$ cat config.mk
export PLATFORM = sky130hd
export DESIGN_NAME = battleship_scoreboard_flat
export DESIGN_NICKNAME = d
export VERILOG_FILES = /design/src/rtl/battleship_scoreboard_if.sv /design/src/rtl/battleship_scoreboard.sv /design/src/flat_wrapper.sv
export SDC_FILE = /design/constraint.sdc
export NUM_CORES = 1
export LEC_CHECK = 0
export ABC_CLOCK_PERIOD_IN_PS = 2400
export CORE_MARGIN = 4
export CORE_UTILIZATION = 48
export DETAILED_ROUTE_END_ITERATION = 8
export PLACE_DENSITY_LB_ADDON = 0.05
export SETUP_SLACK_MARGIN = 0.3
export SLEW_MARGIN = 15
export SYNTH_ARGS = -nofsm -noshare
export SYNTH_HDL_FRONTEND = slang
export SYNTH_SLANG_ARGS = --single-unit
$ cat constraint.sdc
create_clock -name ph1 -period 2.4 [get_ports ph1]
set_input_delay 0.48 -clock ph1 [delete_from_list [all_inputs] [get_ports ph1]]
set_output_delay 0.48 -clock ph1 [all_outputs]
set_load 0.03 [all_outputs]
$ cat src/rtl/battleship_scoreboard_if.sv
// Result-word stream from the battleship core, plus the scoreboard's tallies and replay port to display/IO.
// The master drives the core/display side; the scoreboard attaches through the slave modport.
interface battleship_scoreboard_if;
   logic        new_game;
   logic        data_ready;
   logic [11:0] data_out;
   logic [4:0]  hits0;
   logic [4:0]  hits1;
   logic [6:0]  shots0;
   logic [6:0]  shots1;
   logic [2:0]  sunk0;
   logic [2:0]  sunk1;
   logic        turn;
   logic        turn_err;
   logic        game_over;
   logic        winner;
   logic        hist_pop;
   logic        hist_valid;
   logic [10:0] hist_data;
   logic        hist_ovf;

   modport master (
      output new_game, data_ready, data_out, hist_pop,
      input  hits0, hits1, shots0, shots1, sunk0, sunk1,
      input  turn, turn_err, game_over, winner,
      input  hist_valid, hist_data, hist_ovf
   );

   modport slave (
      input  new_game, data_ready, data_out, hist_pop,
      output hits0, hits1, shots0, shots1, sunk0, sunk1,
      output turn, turn_err, game_over, winner,
      output hist_valid, hist_data, hist_ovf
   );
endinterface

$ cat src/rtl/battleship_scoreboard.sv
// Per-player shot/hit/sunk tallies, turn checking and end-of-game detection on the core's result stream.
// Replay FIFO is built only when SCOREBOARD_HISTORY_EN is defined; otherwise the hist_* outputs read 0.
module battleship_scoreboard #(
   parameter int HITS_TO_WIN = 17,
   parameter int HIST_DEPTH  = 8
) (
   input  logic                   ph1,
   input  logic                   reset,
   battleship_scoreboard_if.slave sb
);
   typedef enum logic {PLAY = 1'b0, OVER = 1'b1} state_t;

   state_t      state_q, state_d;
   logic [4:0]  hits0_q, hits0_d, hits1_q, hits1_d;
   logic [6:0]  shots0_q, shots0_d, shots1_q, shots1_d;
   logic [2:0]  sunk0_q, sunk0_d, sunk1_q, sunk1_d;
   logic        turn_q, turn_d;
   logic        turn_err_q, turn_err_d;
   logic        winner_q, winner_d;

   logic        player;
   logic [1:0]  result;
   logic        scores_hit;
   logic        is_sunk;
   logic        accept;
   logic        win;
   logic [4:0]  cur_hits;
   logic        hist_valid_w;
   logic        hist_ovf_w;
   logic [10:0] hist_data_w;

   assign player     = sb.data_out[10];
   assign result     = sb.data_out[9:8];
   assign scores_hit = (result == 2'b01) || (result == 2'b10);
   assign is_sunk    = (result == 2'b10);
   assign cur_hits   = player ? hits1_q : hits0_q;
   // new_game takes priority over a word presented on the same edge
   assign accept     = sb.data_ready & sb.data_out[11] & (state_q == PLAY) & ~sb.new_game;
   assign win        = accept & scores_hit & (cur_hits == 5'(HITS_TO_WIN - 1));

   always_ff @(posedge ph1 or posedge reset) begin
      if (reset) begin
         state_q <= PLAY;
      end else begin
         state_q <= state_d;
      end
   end

   always_comb begin
      state_d = state_q;
      if (sb.new_game) begin
         state_d = PLAY;
      end else if (win) begin
         state_d = OVER;
      end
   end

   always_comb begin
      hits0_d    = hits0_q;
      hits1_d    = hits1_q;
      shots0_d   = shots0_q;
      shots1_d   = shots1_q;
      sunk0_d    = sunk0_q;
      sunk1_d    = sunk1_q;
      turn_d     = turn_q;
      turn_err_d = turn_err_q;
      winner_d   = winner_q;
      if (sb.new_game) begin
         hits0_d    = '0;
         hits1_d    = '0;
         shots0_d   = '0;
         shots1_d   = '0;
         sunk0_d    = '0;
         sunk1_d    = '0;
         turn_d     = 1'b0;
         turn_err_d = 1'b0;
         winner_d   = 1'b0;
      end else if (accept) begin
         if (!player) begin
            if (shots0_q != 7'd127) shots0_d = shots0_q + 7'd1;
            if (scores_hit)         hits0_d  = hits0_q + 5'd1;
            if (is_sunk && sunk0_q != 3'd7) sunk0_d = sunk0_q + 3'd1;
         end else begin
            if (shots1_q != 7'd127) shots1_d = shots1_q + 7'd1;
            if (scores_hit)         hits1_d  = hits1_q + 5'd1;
            if (is_sunk && sunk1_q != 3'd7) sunk1_d = sunk1_q + 3'd1;
         end
         if (player != turn_q) turn_err_d = 1'b1;
         turn_d = ~player;
         if (win) winner_d = player;
      end
   end

   always_ff @(posedge ph1 or posedge reset) begin
      if (reset) begin
         hits0_q    <= '0;
         hits1_q    <= '0;
         shots0_q   <= '0;
         shots1_q   <= '0;
         sunk0_q    <= '0;
         sunk1_q    <= '0;
         turn_q     <= 1'b0;
         turn_err_q <= 1'b0;
         winner_q   <= 1'b0;
      end else begin
         hits0_q    <= hits0_d;
         hits1_q    <= hits1_d;
         shots0_q   <= shots0_d;
         shots1_q   <= shots1_d;
         sunk0_q    <= sunk0_d;
         sunk1_q    <= sunk1_d;
         turn_q     <= turn_d;
         turn_err_q <= turn_err_d;
         winner_q   <= winner_d;
      end
   end

`ifdef SCOREBOARD_HISTORY_EN
   localparam int AW = $clog2(HIST_DEPTH);

   logic [10:0] mem_q [HIST_DEPTH];
   logic [AW:0] wr_ptr_q, wr_ptr_d, rd_ptr_q, rd_ptr_d;
   logic        ovf_q, ovf_d;
   logic        empty, full, do_pop, do_push;

   assign empty   = (wr_ptr_q == rd_ptr_q);
   assign full    = (wr_ptr_q[AW] != rd_ptr_q[AW]) && (wr_ptr_q[AW-1:0] == rd_ptr_q[AW-1:0]);
   assign do_pop  = sb.hist_pop & ~empty;
   // a pop on the same edge frees the slot the push needs
   assign do_push = accept & (~full | do_pop);

   always_comb begin
      wr_ptr_d = wr_ptr_q;
      rd_ptr_d = rd_ptr_q;
      ovf_d    = ovf_q;
      if (sb.new_game) begin
         wr_ptr_d = '0;
         rd_ptr_d = '0;
         ovf_d    = 1'b0;
      end else begin
         if (do_push) wr_ptr_d = wr_ptr_q + (AW+1)'(1);
         if (do_pop)  rd_ptr_d = rd_ptr_q + (AW+1)'(1);
         if (accept && !do_push) ovf_d = 1'b1;
      end
   end

   always_ff @(posedge ph1 or posedge reset) begin
      if (reset) begin
         wr_ptr_q <= '0;
         rd_ptr_q <= '0;
         ovf_q    <= 1'b0;
      end else begin
         wr_ptr_q <= wr_ptr_d;
         rd_ptr_q <= rd_ptr_d;
         ovf_q    <= ovf_d;
      end
   end

   always_ff @(posedge ph1) begin
      if (do_push) mem_q[wr_ptr_q[AW-1:0]] <= sb.data_out[10:0];
   end

   assign hist_valid_w = ~empty;
   assign hist_ovf_w   = ovf_q;
   assign hist_data_w  = empty ? 11'd0 : mem_q[rd_ptr_q[AW-1:0]];
`else
   logic unused_hist;

   assign hist_valid_w = 1'b0;
   assign hist_ovf_w   = 1'b0;
   assign hist_data_w  = 11'd0;
   assign unused_hist  = sb.hist_pop & (^sb.data_out[7:0]) & (HIST_DEPTH > 0);
`endif

   always_comb begin
      sb.hits0      = hits0_q;
      sb.hits1      = hits1_q;
      sb.shots0     = shots0_q;
      sb.shots1     = shots1_q;
      sb.sunk0      = sunk0_q;
      sb.sunk1      = sunk1_q;
      sb.turn       = turn_q;
      sb.turn_err   = turn_err_q;
      sb.winner     = winner_q;
      sb.game_over  = (state_q == OVER);
      sb.hist_valid = hist_valid_w;
      sb.hist_data  = hist_data_w;
      sb.hist_ovf   = hist_ovf_w;
   end
endmodule

$ cat src/flat_wrapper.sv
// flat-port wrapper written by rule: the top's interface ports become plain ports
module battleship_scoreboard_flat 
#(
   parameter int HITS_TO_WIN = 17,
   parameter int HIST_DEPTH  = 8
)
  (ph1, reset, sb_new_game, sb_data_ready, sb_data_out, sb_hist_pop, sb_hits0, sb_hits1, sb_shots0, sb_shots1, sb_sunk0, sb_sunk1, sb_turn, sb_turn_err, sb_game_over, sb_winner, sb_hist_valid, sb_hist_data, sb_hist_ovf);
  battleship_scoreboard_if sb_i ();
  input  logic ph1;
  input  logic reset;
  input wire logic [$bits(sb_i.new_game)-1:0] sb_new_game;
  input wire logic [$bits(sb_i.data_ready)-1:0] sb_data_ready;
  input wire logic [$bits(sb_i.data_out)-1:0] sb_data_out;
  input wire logic [$bits(sb_i.hist_pop)-1:0] sb_hist_pop;
  output wire logic [$bits(sb_i.hits0)-1:0] sb_hits0;
  output wire logic [$bits(sb_i.hits1)-1:0] sb_hits1;
  output wire logic [$bits(sb_i.shots0)-1:0] sb_shots0;
  output wire logic [$bits(sb_i.shots1)-1:0] sb_shots1;
  output wire logic [$bits(sb_i.sunk0)-1:0] sb_sunk0;
  output wire logic [$bits(sb_i.sunk1)-1:0] sb_sunk1;
  output wire logic [$bits(sb_i.turn)-1:0] sb_turn;
  output wire logic [$bits(sb_i.turn_err)-1:0] sb_turn_err;
  output wire logic [$bits(sb_i.game_over)-1:0] sb_game_over;
  output wire logic [$bits(sb_i.winner)-1:0] sb_winner;
  output wire logic [$bits(sb_i.hist_valid)-1:0] sb_hist_valid;
  output wire logic [$bits(sb_i.hist_data)-1:0] sb_hist_data;
  output wire logic [$bits(sb_i.hist_ovf)-1:0] sb_hist_ovf;
  assign sb_i.new_game = sb_new_game;
  assign sb_i.data_ready = sb_data_ready;
  assign sb_i.data_out = sb_data_out;
  assign sb_i.hist_pop = sb_hist_pop;
  assign sb_hits0 = sb_i.hits0;
  assign sb_hits1 = sb_i.hits1;
  assign sb_shots0 = sb_i.shots0;
  assign sb_shots1 = sb_i.shots1;
  assign sb_sunk0 = sb_i.sunk0;
  assign sb_sunk1 = sb_i.sunk1;
  assign sb_turn = sb_i.turn;
  assign sb_turn_err = sb_i.turn_err;
  assign sb_game_over = sb_i.game_over;
  assign sb_winner = sb_i.winner;
  assign sb_hist_valid = sb_i.hist_valid;
  assign sb_hist_data = sb_i.hist_data;
  assign sb_hist_ovf = sb_i.hist_ovf;
  battleship_scoreboard #(.HITS_TO_WIN(HITS_TO_WIN), .HIST_DEPTH(HIST_DEPTH)) u_core (.ph1(ph1), .reset(reset), .sb(sb_i));
endmodule
==> key figures <==
Status
  • Status: complete, no violations

STA
  • RSZ-0062 raised after global routing: no
  • Worst-Margin Slew: 0.498 ns
  • Fin. max-slew vios: 0
  • Hold Fails Final Rpt: 0
  • Tcrit/Tclk final: 82.9%
  • Setup TNS: 0 ns
  • Hold_ws: 0.525 ns
  • Final setup viols: 0
  • Slew headroom: 66.5%
  • Clock Skews: 0.00295 ns
  • Max Fclk: 0.503 GHz
  • Post-route minimum period: 1.99 ns

Logic synthesis
  • Unique masters post-synth: 40
  • EDFF count, synth: 0
  • Synth area leaders: dfrtp_1, ha_1, nor2_1
  • Synth area leader: dfrtp_1
  • Top_reg_cell synth: dfrtp_1
  • Synth top area share: 46.4%
  • Cells after Synth: 182
  • Async set or reset register ratio after synthesis: 100%
  • Ys Warns: 0
  • Avg Inst Size Synth: 10.1 µm²
  • Seq/Total Area, Yosys: 46.4%
  • Area of the mapped netlist: 1830 µm²
  • FF+latch count, synth: 34

Setup path
  • Highest-delay cell along the critical path: clkdlybuf4s50_1
  • Critical path class: input port to flop
  • Critical path capture point type: flop
  • RR Startpoint: u_core.sb.shots0[0]
  • Critical Path Fanout Max: 4
  • Reg-to-reg critical path endpoint: u_core.sb.shots0[5]
  • Crit-path max cell delay: 0.45 ns
  • Cells along the critical path: clkdlybuf4s50_1 -> inv_1 -> ha_1 -> and4bb_2 -> nand2_1 -> or3_1 -> a21oi_1
  • CP required: 2.61 ns
  • Reg-to-reg slack, setup: 0.68 ns
  • R2r worst-path depth: 5
  • Crit start category: input port
  • Worst path arrival time: 2.20 ns

Place
  • Detailed Place HPWL: 2860 µm
  • Port Buffer Count: 41
  • Placer Congestion: 0.852
  • Placed inst area: 2280 µm²

Detailed routing
  • Via Count: 1,500
  • Post-DR wirelength/cell: 13.9 µm
  • DRC viols: 0
  • DRT antenna net count: 0
  • DRT Pass-1 Iters: 4
  • 1st-iter DRT viols: 61
  • Vias/cell: 5.38
  • Post-Route WL: 3890 µm

Cells and area
  • Post-route cell area: 2350 µm²
  • Most common cell after layout, fill and taps aside: clkdlybuf4s50_1
  • Register area: 851 µm²
  • Layout area overhead: 28.4%
  • Commonest non-fill, non-tap cells in the layout: clkdlybuf4s50_1, dfrtp_1, nor2_1
  • # fillers: 301
  • Area of the multi-input gates: 891 µm²
  • Final Util: 64.3%
  • ANT cells: 0
  • Fraction of layout cells with a size suffix above 1: 7.79%
  • Layout Nets: 257

Floorplanning
  • Starting density of the core: 50.0%
  • Die ar.: 4870 µm²
  • Total core area: 3660 µm²
  • Boundary Pins: 64
  • Die width: 69.8 µm
  • Die H: 69.8 µm
  • Core Rows: 22

CTS
  • CTS Sinks: 34
  • Number of setup buffers added after CTS: 0
  • CTS tree: built
  • Hold buffer count at cts: 0
  • H-tree levels: 2
  • Clk_lat worst skew: 0.28 ns
  • Clock Tree Buf Depth: 2
  • Quantity of gates resized following cts: 0
  • CTS buffer count: 5
  • Clk root buf: clkbuf_8
  • Reg clk slew, reported paths: 0.06 ns

GRT
  • Antenna violations before repair: 0
  • Vias in the first global route: 1,544
  • First-pass GRT wire length: 6930 µm
  • Pin count of the biggest net entering global routing: 35
  • Tot GR Track Use: 17.7%
  • Gr ovfl total: 0

Worst hold path
  • Hold Path End: u_core.sb.shots1[6]
  • Min-delay src: u_core.sb.shots1[6]
  • Type of the worst min-delay path: flop to flop
  • Hold depth: 2

Power and ir drop
  • Pwr dens: 473 nW/µm²
  • LEAKAGE: 1.05 nW
  • Max IR drop VDD: 0.355 mV

Flow run
  • Maxcap violations: 0
metrics by stage:
step                      cells  setup slack (ns)  total power, mW
final                       279             0.410             1.11
after detailed placement    272             0.117            0.737
after global routing        279             0.311             1.17
after global placement      272             0.132            0.735
after floorplan             194             0.557            0.705
after CTS                   279             0.415             1.13
flip-flops by register name, indices dropped and copies added, names as in the netlist:
signal,flops
u_core.sb.hits1,5
u_core.sb.shots1,7
u_core.sb.sunk0,3
u_core.sb.winner,1
u_core.sb.hits0,5
u_core.sb.turn,1
u_core.sb.turn_err,1
u_core.sb.game_over,1
u_core.sb.sunk1,3
u_core.sb.shots0,7
Yosys cell counts, drive strengths merged, types with 2 or more instances:
cell type / n
nand2: 9
and2: 2
clkbuf: 4
o21ai: 6
a31oi: 2
nor2: 30
inv: 3
xnor2: 6
a21oi: 7
nand3: 9
and4bb: 2
or3: 2
dfrtp: 34
nand4: 2
nor4b: 2
xor2: 9
buf: 14
nor4: 2
mux2i: 7
nor3b: 2
o211ai: 4
ha: 9
worst max-delay path, delay by kind of cell:
family | cells | cell delay, ns
buf+inv | 2 | 0.49
fa+ha+maj | 1 | 0.31
simple gates | 3 | 0.76
compound gates | 1 | 0.15
layout make-up:
type | count | area share (%)
Tap cell | 48 | 2.55
Timing Repair Buffer | 48 | 19.7
Inverter | 3 | 0.479
Multi-Input combinational cell | 139 | 37.9
Sequential cell | 34 | 36.2
Clock buffer | 7 | 3.24
metal layers:
metal / wire (µm) / up-vias / share of wire, % / track usage (%)
li1: - / 715 / - / -
met3: 273 / 7 / 7.0 / 6.81
met2: 1930 / 45 / 50 / 28.8
met1: 1620 / 733 / 42 / 21.2
met5: 0 / - / 0 / 0
met4: 61 / 0 / 1.6 / 6.81
cell families after synthesis:
kind of cell	share of synthesized area, %
buf+inv	7.38
flops	46.4
fa+ha+maj	6.15
simple gates	19.5
other cells	0.205
xor+xnor	7.17
compound gates	9.29
mux	3.83
worst max path at each step:
stage / endpoint / from / cells past startpoint / slack, ns
detailed placement: u_core.sb.hits1[4] / sb_data_out[8] / 7 / 0.12
CTS: u_core.sb.hits1[4] / sb_data_out[8] / 7 / 0.42
global placement: u_core.sb.hits1[4] / sb_data_out[8] / 7 / 0.13
floorplan: u_core.sb.hits1[4] / sb_data_out[8] / 6 / 0.56
finish: u_core.sb.hits1[4] / sb_data_out[8] / 7 / 0.41
global route: u_core.sb.winner / sb_data_out[8] / 7 / 0.31
power by group:
group,total (mW),internal [mW],switching [mW],leakage [nW]
Sequential,0.588,0.580,0.00817,0.472
Clock,0.388,0.199,0.189,0.0383
Combinational,0.137,0.0449,0.0917,0.542
Note: power is estimated with default switching activity, not from simulation.
